===== config.mk =====
export PLATFORM = sky130hd
export DESIGN_NAME = alu_ctrl_md_flat
export DESIGN_NICKNAME = d
export VERILOG_FILES = /design/src/rtl/alu_ctrl_md_if.sv /design/src/rtl/alu_ctrl_md.sv /design/src/flat_wrapper.sv
export SDC_FILE = /design/constraint.sdc
export NUM_CORES = 1
export LEC_CHECK = 0
export CAP_MARGIN = 30
export CORE_ASPECT_RATIO = 1.2
export CORE_MARGIN = 2
export CORE_UTILIZATION = 30
export CTS_BUF_LIST = sky130_fd_sc_hd__clkbuf_8
export CTS_CLUSTER_SIZE = 8
export DETAILED_ROUTE_END_ITERATION = 10
export GPL_ROUTABILITY_DRIVEN = 0
export HOLD_SLACK_MARGIN = 0.03
export SYNTH_ARGS = -nofsm -noshare
export SYNTH_HDL_FRONTEND = slang
export SYNTH_SLANG_ARGS = --single-unit

===== constraint.sdc =====
create_clock -name clk -period 8.7 [get_ports clk]
set_clock_uncertainty 0.2 [all_clocks]
set_input_delay 1.305 -clock clk [delete_from_list [all_inputs] [get_ports clk]]
set_output_delay 1.305 -clock clk [all_outputs]
set_load 0.05 [all_outputs]

===== src/rtl/alu_ctrl_md_if.sv =====
// Handshake and operand bundle between the EX stage and the multiply/divide engine.
// The master side issues operands and consumes results; the slave side is the engine.
interface alu_ctrl_md_if #(
    parameter int XLEN = 32
);
    logic [XLEN-1:0] rs1;
    logic [XLEN-1:0] rs2;
    logic            in_valid;
    logic            in_ready;
    logic            flush;
    logic            out_valid;
    logic            out_ready;
    logic [XLEN-1:0] md_result;
    logic            busy;

    modport master (
        output rs1, rs2, in_valid, flush, out_ready,
        input  in_ready, out_valid, md_result, busy
    );

    modport slave (
        input  rs1, rs2, in_valid, flush, out_ready,
        output in_ready, out_valid, md_result, busy
    );
endinterface


===== src/rtl/alu_ctrl_md.sv =====
// Execute-stage ALU control decoder plus a sequential RV32M/RV64M multiply/divide engine.
// Operands are reduced to magnitudes on accept; signs are reapplied when the result is registered.
module alu_ctrl_md #(
    parameter int XLEN     = 32,
    parameter bit FAST_MUL = 1'b0
) (
    input  logic       clk,
    input  logic       rst_n,
    input  logic [2:0] alu_op,
    input  logic       op5,
    input  logic       func7_5,
    input  logic       func7_0,
    input  logic [2:0] func3,
    output logic [4:0] alu_ctrl,
    output logic       md_sel,
    alu_ctrl_md_if.slave md
);
    localparam int CW = $clog2(XLEN) + 1;

    typedef enum logic [1:0] {S_IDLE, S_MUL, S_DIV, S_DONE} state_t;

    state_t            state_r, state_nx_s;
    logic [CW-1:0]     cnt_r;
    logic [2:0]        func3_r;
    logic              negq_r, negr_r;
    logic [XLEN-1:0]   opa_r;
    logic [2*XLEN-1:0] prod_r;
    logic [XLEN:0]     rem_r;
    logic [XLEN-1:0]   quo_r;
    logic [XLEN-1:0]   result_r;
    logic              out_valid_r;

    logic              accept_s, last_s;
    logic              sgn1_s, sgn2_s, neg1_s, neg2_s;
    logic [XLEN-1:0]   mag1_s, mag2_s;
    logic              div_zero_s, ovf_s;
    logic [2*XLEN-1:0] fast_prod_s;
    logic [XLEN:0]     mul_sum_s;
    logic [2*XLEN-1:0] prod_nx_s;
    logic [XLEN:0]     div_shift_s, rem_nx_s;
    logic [XLEN-1:0]   quo_nx_s;

    function automatic logic [XLEN-1:0] mul_fin(input logic [2*XLEN-1:0] p,
                                                input logic neg, input logic [2:0] f3);
        logic [2*XLEN-1:0] pn;
        pn = neg ? -p : p;
        return (f3 == 3'b000) ? pn[XLEN-1:0] : pn[2*XLEN-1:XLEN];
    endfunction

    // Non-restoring remainder may end negative; one add of the divisor fixes it.
    function automatic logic [XLEN-1:0] div_fin(input logic [XLEN-1:0] q, input logic [XLEN:0] r,
                                                input logic [XLEN-1:0] d, input logic nq,
                                                input logic nr, input logic [2:0] f3);
        logic [XLEN-1:0] rf;
        rf = r[XLEN-1:0] + (r[XLEN] ? d : {XLEN{1'b0}});
        if (f3[1]) begin
            return nr ? -rf : rf;
        end
        return nq ? -q : q;
    endfunction

    // Main ALU control decode, independent of engine state.
    always_comb begin
        alu_ctrl = {alu_op[2], func7_5, func3};
        case (alu_op)
            3'b000: alu_ctrl = 5'b00000;
            3'b010: begin
                if (op5 && (func3 == 3'b000)) begin
                    alu_ctrl = func7_5 ? 5'b01000 : 5'b00000;
                end else begin
                    alu_ctrl = {alu_op[2], func7_5, func3};
                end
            end
            3'b011: begin
                if (!op5 && (func3 == 3'b000)) begin
                    alu_ctrl = 5'b00000;
                end else begin
                    alu_ctrl = {alu_op[2], func7_5, func3};
                end
            end
            default: alu_ctrl = {alu_op[2], func7_5, func3};
        endcase
    end

    assign md_sel   = (alu_op == 3'b010) & op5 & func7_0 & ~func7_5;
    assign accept_s = (state_r == S_IDLE) & md.in_valid & md_sel & ~md.flush;
    assign last_s   = (cnt_r == CW'(XLEN - 1));

    // Signedness per funct3: MUL is treated as signed since its low half is sign-agnostic.
    assign sgn1_s      = func3[2] ? ~func3[0] : (func3[1:0] != 2'b11);
    assign sgn2_s      = func3[2] ? ~func3[0] : ~func3[1];
    assign neg1_s      = sgn1_s & md.rs1[XLEN-1];
    assign neg2_s      = sgn2_s & md.rs2[XLEN-1];
    assign mag1_s      = neg1_s ? -md.rs1 : md.rs1;
    assign mag2_s      = neg2_s ? -md.rs2 : md.rs2;
    assign div_zero_s  = (md.rs2 == {XLEN{1'b0}});
    assign ovf_s       = ~func3[0] & (md.rs1 == {1'b1, {(XLEN-1){1'b0}}}) & (md.rs2 == {XLEN{1'b1}});
    assign fast_prod_s = {{XLEN{1'b0}}, mag1_s} * {{XLEN{1'b0}}, mag2_s};

    assign mul_sum_s   = {1'b0, prod_r[2*XLEN-1:XLEN]} + (prod_r[0] ? {1'b0, opa_r} : {(XLEN+1){1'b0}});
    assign prod_nx_s   = {mul_sum_s, prod_r[XLEN-1:1]};
    assign div_shift_s = {rem_r[XLEN-1:0], quo_r[XLEN-1]};
    assign rem_nx_s    = rem_r[XLEN] ? (div_shift_s + {1'b0, opa_r}) : (div_shift_s - {1'b0, opa_r});
    assign quo_nx_s    = {quo_r[XLEN-2:0], ~rem_nx_s[XLEN]};

    // State register.
    always_ff @(posedge clk) begin
        if (!rst_n) begin
            state_r <= S_IDLE;
        end else begin
            state_r <= state_nx_s;
        end
    end

    // Next-state logic; flush overrides every other transition.
    always_comb begin
        state_nx_s = state_r;
        case (state_r)
            S_IDLE: begin
                if (accept_s) begin
                    if (!func3[2]) begin
                        state_nx_s = FAST_MUL ? S_DONE : S_MUL;
                    end else if (div_zero_s || ovf_s) begin
                        state_nx_s = S_DONE;
                    end else begin
                        state_nx_s = S_DIV;
                    end
                end else begin
                    state_nx_s = S_IDLE;
                end
            end
            S_MUL:   state_nx_s = last_s ? S_DONE : S_MUL;
            S_DIV:   state_nx_s = last_s ? S_DONE : S_DIV;
            S_DONE:  state_nx_s = md.out_ready ? S_IDLE : S_DONE;
            default: state_nx_s = S_IDLE;
        endcase
        if (md.flush) begin
            state_nx_s = S_IDLE;
        end else begin
            state_nx_s = state_nx_s;
        end
    end

    // Operand capture, iteration datapath and registered result.
    always_ff @(posedge clk) begin
        if (!rst_n) begin
            cnt_r       <= {CW{1'b0}};
            func3_r     <= 3'b000;
            negq_r      <= 1'b0;
            negr_r      <= 1'b0;
            opa_r       <= {XLEN{1'b0}};
            prod_r      <= {(2*XLEN){1'b0}};
            rem_r       <= {(XLEN+1){1'b0}};
            quo_r       <= {XLEN{1'b0}};
            result_r    <= {XLEN{1'b0}};
            out_valid_r <= 1'b0;
        end else begin
            out_valid_r <= (state_nx_s == S_DONE);
            case (state_r)
                S_IDLE: begin
                    if (accept_s) begin
                        cnt_r   <= {CW{1'b0}};
                        func3_r <= func3;
                        negq_r  <= neg1_s ^ neg2_s;
                        negr_r  <= neg1_s;
                        opa_r   <= func3[2] ? mag2_s : mag1_s;
                        prod_r  <= {{XLEN{1'b0}}, mag2_s};
                        rem_r   <= {(XLEN+1){1'b0}};
                        quo_r   <= mag1_s;
                        if (!func3[2]) begin
                            if (FAST_MUL) begin
                                result_r <= mul_fin(fast_prod_s, neg1_s ^ neg2_s, func3);
                            end
                        end else if (div_zero_s) begin
                            result_r <= func3[1] ? md.rs1 : {XLEN{1'b1}};
                        end else if (ovf_s) begin
                            result_r <= func3[1] ? {XLEN{1'b0}} : md.rs1;
                        end
                    end
                end
                S_MUL: begin
                    prod_r <= prod_nx_s;
                    cnt_r  <= cnt_r + CW'(1);
                    if (last_s) begin
                        result_r <= mul_fin(prod_nx_s, negq_r, func3_r);
                    end
                end
                S_DIV: begin
                    rem_r <= rem_nx_s;
                    quo_r <= quo_nx_s;
                    cnt_r <= cnt_r + CW'(1);
                    if (last_s) begin
                        result_r <= div_fin(quo_nx_s, rem_nx_s, opa_r, negq_r, negr_r, func3_r);
                    end
                end
                S_DONE:  result_r <= result_r;
                default: cnt_r <= {CW{1'b0}};
            endcase
        end
    end

    assign md.in_ready  = (state_r == S_IDLE);
    assign md.busy      = (state_r != S_IDLE);
    assign md.out_valid = out_valid_r;
    assign md.md_result = result_r;
endmodule

===== src/flat_wrapper.sv =====
// flat-port wrapper written by rule: the top's interface ports become plain ports
module alu_ctrl_md_flat 
#(
    parameter int XLEN     = 32,
    parameter bit FAST_MUL = 1'b0
)
  (clk, rst_n, alu_op, op5, func7_5, func7_0, func3, alu_ctrl, md_sel, md_rs1, md_rs2, md_in_valid, md_flush, md_out_ready, md_in_ready, md_out_valid, md_md_result, md_busy);
  alu_ctrl_md_if #(.XLEN(XLEN)) md_i ();
  input  logic clk;
  input  logic rst_n;
  input  logic [2:0] alu_op;
  input  logic op5;
  input  logic func7_5;
  input  logic func7_0;
  input  logic [2:0] func3;
  output logic [4:0] alu_ctrl;
  output logic md_sel;
  input wire logic [$bits(md_i.rs1)-1:0] md_rs1;
  input wire logic [$bits(md_i.rs2)-1:0] md_rs2;
  input wire logic [$bits(md_i.in_valid)-1:0] md_in_valid;
  input wire logic [$bits(md_i.flush)-1:0] md_flush;
  input wire logic [$bits(md_i.out_ready)-1:0] md_out_ready;
  output wire logic [$bits(md_i.in_ready)-1:0] md_in_ready;
  output wire logic [$bits(md_i.out_valid)-1:0] md_out_valid;
  output wire logic [$bits(md_i.md_result)-1:0] md_md_result;
  output wire logic [$bits(md_i.busy)-1:0] md_busy;
  assign md_i.rs1 = md_rs1;
  assign md_i.rs2 = md_rs2;
  assign md_i.in_valid = md_in_valid;
  assign md_i.flush = md_flush;
  assign md_i.out_ready = md_out_ready;
  assign md_in_ready = md_i.in_ready;
  assign md_out_valid = md_i.out_valid;
  assign md_md_result = md_i.md_result;
  assign md_busy = md_i.busy;
  alu_ctrl_md #(.XLEN(XLEN), .FAST_MUL(FAST_MUL)) u_core (.clk(clk), .rst_n(rst_n), .alu_op(alu_op), .op5(op5), .func7_5(func7_5), .func7_0(func7_0), .func3(func3), .alu_ctrl(alu_ctrl), .md_sel(md_sel), .md(md_i));
endmodule

==> run_results.csv, run 1 <==
group,metric,value,unit
run_status,status,"finished clean",
clocking,htree_levels,2,
finish,nNetsFinal,3039,
global_routing,grt.total_usage,22.9,%
worst_setup_path,required,9030,ps
worst_setup_path,crit_slowest_cell,"or4b_4",
logic_synthesis,synth.distinct_cells,79,
die,dieArea,68900,um^2
worst_setup_path,start_kind,"flop",
finish,fin_cells,3774,
power,p_leak,0.00921,uW
logic_synthesis,synth-edff-count,0,
die,coreArea,66000,um^2
die,dieHeight,287,um
die,fp-row-count,103,
logic_synthesis,synth.net_count,2964,
timing,setup_ws,342,ps
placed_design,io_buffers,118,
timing,relSlewSlack,28.0,%
routing,wl_per_cell,21.4,um
finish,area_delta_synth_final,16.8,%
logic_synthesis,synth_warnings,0,
routing,vias,21600,
routing,remaining_drc_errors,0,
timing,final.min_clock_period,8360,ps
logic_synthesis,synth_top_area_share,20.7,%
logic_synthesis,syn-mean-instance-area,7.22,um^2
logic_synthesis,synthArstFlopShare,0,%
routing,final_antenna_net_count,0,
clocking,cts_tree,"done",
worst_setup_path,critPathCaptureType,"flop",
worst_setup_path,crit_type,"reg2reg",
timing,hold_violations,0,
timing,tns,0,ps
timing,whs,255,ps
timing,rsz0062_at_grt,"false",
logic_synthesis,netlist_instances,2776,
global_routing,antenna_found_initial,1,
global_routing,grt_max_degree,87,
global_routing,grt_pass1_vias,20200,
routing,drt-initial-drc-count,2122,
clocking,cts.sinks,207,
logic_synthesis,ys_ff_latch,207,
clocking,postCtsHoldBufs,0,
global_routing,grt_pass1_wl,122000,um
run,max_cap_violations,0,
timing,fmax,120,MHz
logic_synthesis,synth_area_leader_cell,"dfxtp_1",
logic_synthesis,synth_ff_type,"dfxtp_1",
die,start_util,30.4,%
logic_synthesis,synth_seq_area_share,20.7,%
worst_setup_path,r2r-start,"u_core.opa_r[2]",
timing,setup_violations,0,
die,io_pins,119,
global_routing,grt_overflow,0,
logic_synthesis,synth_area_leaders,"dfxtp_1 (21%), ha_1 (6.7%), a21oi_1 (6.1%)",
finish,multi_input_area,15100,um^2
clocking,clkLatencyLatePin,640,ps
die,die_x,240,um
routing,viasPerCell,5.73,
power,p_per_area,105,nW/um^2
placed_design,post-dp-hpwl,61800,um
placed_design,place_inst,3698,
min_path,holdCritPathClass,"reg2reg",
finish,drive_gt1_share,7.53,%
clocking,cts_made_buffers,40,
worst_setup_path,worstPathMaxFanout,6,
clocking,clk_root_buffer_cell,"clkbuf_8",
finish,fillers,7164,
worst_setup_path,arrival,8680,ps
timing,worst_pin_slew,1080,ps
timing,period_share,96.1,%
clocking,clk_pin_slew,60,ps
clocking,clockBufferDepth,3,
timing,drv_slew,0,
min_path,hold_start,"u_core.md.md_result[0]",
power,peakVddDrop,0.111,mV
routing,drt-total-wl,80900,um
routing,dr.pass1.iters,6,
logic_synthesis,syn_area,20000,um^2
worst_setup_path,critPathMaxStageDelay,620,ps
worst_setup_path,startpoint,"u_core.opa_r[2]",
placed_design,dp_slack,-237,ps
finish,seq_area,4150,um^2
==> placed cells by master, fill, tap and decap left out, types with 46 or more instances in the layout <==
cell,synthesis,layout
a22oi_1,56,56
buf_4,0,94
a211oi_1,54,52
inv_1,55,62
dfxtp_1,207,206
clkdlybuf4s50_1,0,117
nor2_1,293,290
o21ai_0,185,184
o211ai_1,46,46
and2_1,75,75
nand2_1,264,264
ha_1,107,107
xor2_1,138,138
nor3_1,64,63
clkbuf_8,0,52
a21oi_1,244,241
nand3_1,65,65
xnor2_1,139,139
==> per-stage QoR <==
step	cell area (um^2)	power (uW)	utilization [%]
global route	23400	2530	35.5
global placement	22400	1340	34.0
detailed placement	22400	1340	34.0
CTS	23300	2460	35.3
floorplan	20000	1180	-
finish	23400	2460	35.5
==> flip-flops by register name, summed over array words and instances (netlist names) <==
register and cells:
u_core.prod_r 64, u_core.rem_r 33, u_core.md.md_result 32, u_core.opa_r 32
u_core.quo_r 32, u_core.cnt_r 6, u_core.func3_r 3, u_core.state_r 2
u_core.md.out_valid 1, u_core.negq_r 1, u_core.negr_r 1
==> cell usage after synthesis (12+ instances only) <==
library cell / instances
nand2b_1: 16
o21bai_1: 15
a211oi_1: 54
and3_1: 15
o221ai_1: 26
and2_1: 75
dfxtp_1: 207
nor3_1: 64
a31oi_1: 44
mux2i_1: 27
or3_1: 40
nor2_1: 293
o211ai_1: 46
a21oi_1: 244
inv_1: 55
nand3_1: 65
xnor2_1: 139
clkbuf_1: 170
ha_1: 107
o21a_1: 19
xor2_1: 138
nand2_1: 264
or2_2: 15
o21ai_0: 185
nor4_1: 35
a221oi_1: 30
or4_1: 27
nand4_1: 25
o41ai_1: 20
nor2b_1: 12
a22oi_1: 56
o31ai_1: 45
maj3_1: 20
a21o_1: 34
==> path summary, 6_finish.rpt <==
check / endpoint / slack (ps) / depth (start not counted)
worst max-delay path: u_core.md.md_result[23] / 340 / 29
worst min-delay path: u_core.md.md_result[0] / 250 / 2
worst max register to register: u_core.md.md_result[23] / 340 / 29
worst min register to register: u_core.md.md_result[0] / 250 / 2
==> report_power, final <==
part	switching [uW]	total (uW)	internal [uW]
sequential	3.11	953	950
clock	499	1130	629
combinational	240	376	136
==> what timing repair did <==
action / 4_1_cts / 5_1_grt
setup buffers: 0 / 2
resized for setup: 3 / 9
pin swaps: 0 / 2
endpoints found under the setup margin: 6 / 15
==> worst max-delay path: cells and delay by family (launching register included) <==
kind                     cells  cell delay, ps
AO/OA/AOI/OAI               12            2400
XOR/XNOR                     2             300
adder cells (fa/ha/maj)      3             990
flip-flops                   1             340
AND/OR/NAND/NOR             12            4000
==> kinds of logic (layout without fill, tap and decap cells) <==
logic type,Yosys count,in the layout,synth area share [%]
simple gates,998,998,24.2
flops,207,207,20.7
compound gates,889,889,28.6
xor+xnor,278,278,12.2
fa+ha+maj,130,130,7.98
mux,34,34,1.74
other cells,0,1,0
buf+inv,240,345,4.53
==> layout make-up <==
cell class | instances | area share [%]
tap | 892 | 4.77
clock inverter | 20 | 0.765
antenna | 1 | 0.0107
inverter | 60 | 0.973
timing repair buffer | 213 | 8.16
clock buffer | 52 | 3.06
multi-input combinational | 2329 | 64.6
sequential | 207 | 17.7
==> routing by layer <==
metal / wire length, um / part of all wire [%] / vias to the layer above / GRT usage [%]
met5: 0 / 0 / - / 0
met4: 6610 / 8.2 / 0 / 16.6
met3: 5080 / 6.3 / 239 / 3.35
met2: 36400 / 45 / 900 / 36.2
met1: 32800 / 41 / 10100 / 28.4
li1: - / - / 10300 / -
Power figures use the tool's default switching activity.
==> run 2, diff against run 1 <==
- CORE_ASPECT_RATIO: 1.2 -> 1.5
==> run 2 against run 1 <==
Compared with the run above: combinational power increased by 4%; global-route usage increased by 0.84 points; sequential power about the same; flip-flop and latch count unchanged; clock power decreased by 5%; count of clock-buffer cells in the layout decreased by 6; register-to-register slack got worse by 20 ps; non-clock buffer count increased by 26; largest cell class unchanged.
==> run_results.csv, run 2 (same netlist as run 1, synthesis figures left out) <==
group,metric,value,unit
die,io_pins,119,
run,max_cap_violations,0,
min_path,hold_start,"u_core.rem_r[2]",
clocking,clk_root_buffer_cell,"clkbuf_8",
worst_setup_path,required,8970,ps
clocking,clkLatencyLatePin,620,ps
routing,drt-initial-drc-count,2042,
global_routing,grt_pass1_vias,20700,
placed_design,io_buffers,118,
clocking,htree_levels,2,
global_routing,grt.total_usage,23.7,%
worst_setup_path,arrival,8640,ps
clocking,cts_made_buffers,39,
clocking,cts.sinks,207,
die,dieArea,68900,um^2
timing,period_share,96.2,%
finish,top_register,"u_core.prod_r",
routing,viasPerCell,5.77,
worst_setup_path,start_kind,"flop",
die,start_util,30.1,%
routing,drt-total-wl,84700,um
finish,nNetsFinal,3064,
worst_setup_path,critPathCaptureType,"flop",
routing,vias,21900,
worst_setup_path,crit_type,"reg2reg",
finish,layout_commonest_cell,"nor2_1",
power,p_per_area,103,nW/um^2
routing,final_antenna_net_count,0,
timing,hold_violations,0,
clocking,cts_tree,"done",
min_path,holdCritPathClass,"reg2reg",
worst_setup_path,worstPathMaxFanout,6,
timing,whs,263,ps
worst_setup_path,r2r_slack,330,ps
worst_setup_path,critPathMaxStageDelay,550,ps
placed_design,post-dp-hpwl,64600,um
worst_setup_path,r2r-start,"u_core.opa_r[2]",
power,p_leak,0.00928,uW
finish,largest_reg_flops,64,
finish,drive_gt1_share,8.51,%
die,dieHeight,320,um
worst_setup_path,crit_family,"simple AND/OR/NAND/NOR gates",
timing,drv_slew,0,
timing,final.min_clock_period,8370,ps
die,fp-row-count,116,
timing,worst_pin_slew,1060,ps
placed_design,dp_slack,103,ps
clocking,clk_pin_slew,70,ps
routing,wl_per_cell,22.3,um
timing,fmax,119,MHz
worst_setup_path,crit_slowest_cell,"or4_4",
global_routing,grt_pass1_wl,126000,um
finish,layout_common_cells,"nor2_1 (290), nand2_1 (264), a21oi_1 (240), dfxtp_1 (206), o21ai_0 (182)",
die,coreArea,66500,um^2
global_routing,antenna_found_initial,1,
finish,area_delta_synth_final,17.6,%
die,die_x,215,um
routing,remaining_drc_errors,0,
power,peakVddDrop,0.0872,mV
worst_setup_path,startpoint,"u_core.opa_r[2]",
run_status,status,"finished clean",
clocking,clockBufferDepth,3,
timing,setup_ws,327,ps
global_routing,grt_overflow,0,
timing,setup_violations,0,
finish,largestRegisters,"u_core.prod_r: 64 flops, u_core.rem_r: 33 flops",
worst_setup_path,critical_path_buf_inv_count,5,
timing,rsz0062_at_grt,"true",
global_routing,grt_max_degree,86,
timing,relSlewSlack,28.6,%
routing,dr.pass1.iters,6,
## run 2: worst register-to-register path, delay by kind of cell (launching register included)
kind                       cells  cell delay, ps
AOI/OAI and AO/OA             13            2400
xor gates and xnor gates       2             310
adders and majority gates      2             630
buffers and inverters          5             750
DFF                            1             330
and+or+nand+nor               11            3640
## run 2: cell type report
cell class              instances  area [um^2]
diodes                          4         10.0
clock buffers                  46          633
clock inverters                21          178
fillers                      7298        42900
inverters                      60          231
multi-input cells            2329        15200
flip-flops and latches        207         4150
well taps                     885         1110
repair buffers                239         2100
## run 2: final timing paths
check	depth (start not counted)	endpoint
min reg2reg	2	u_core.rem_r[2]
max	33	u_core.md.md_result[21]
min	2	u_core.rem_r[2]
max reg2reg	33	u_core.md.md_result[21]
## run 2: stage by stage
step	instances	utilization (%)	TNS, ps	total power (uW)	area [um^2]
after floorplan	2776	-	0	1180	20000
after global placement	3713	34.0	0	1350	22600
after detailed placement	3713	34.0	0	1350	22600
after CTS	3780	35.2	0	2410	23400
after global routing	3790	35.4	-9.87	2470	23600
final	3791	35.4	0	2420	23600
## run 2: per-layer routing
metal,part of all wire (%),track usage [%],wire length (um)
met1,36,25.5,30800
met4,9.3,19.7,7840
met2,48,41.2,40900
met3,6.0,3.50,5110
met5,0,0,0
## run 2: what timing repair did
action / 4_1_cts / 5_1_grt
resized for setup: 0 / 24
hold buffers: 0 / 0
setup endpoints to repair: 0 / 16
setup buffers: 0 / 2
## run 2: power by group
part / switching, uW / leakage (uW) / internal [uW] / total, uW
combinational: 249 / 0.00717 / 143 / 392
clock: 499 / 0.000450 / 571 / 1070
sequential: 2.98 / 0.00167 / 950 / 953
total: 751 / 0.00928 / 1660 / 2420
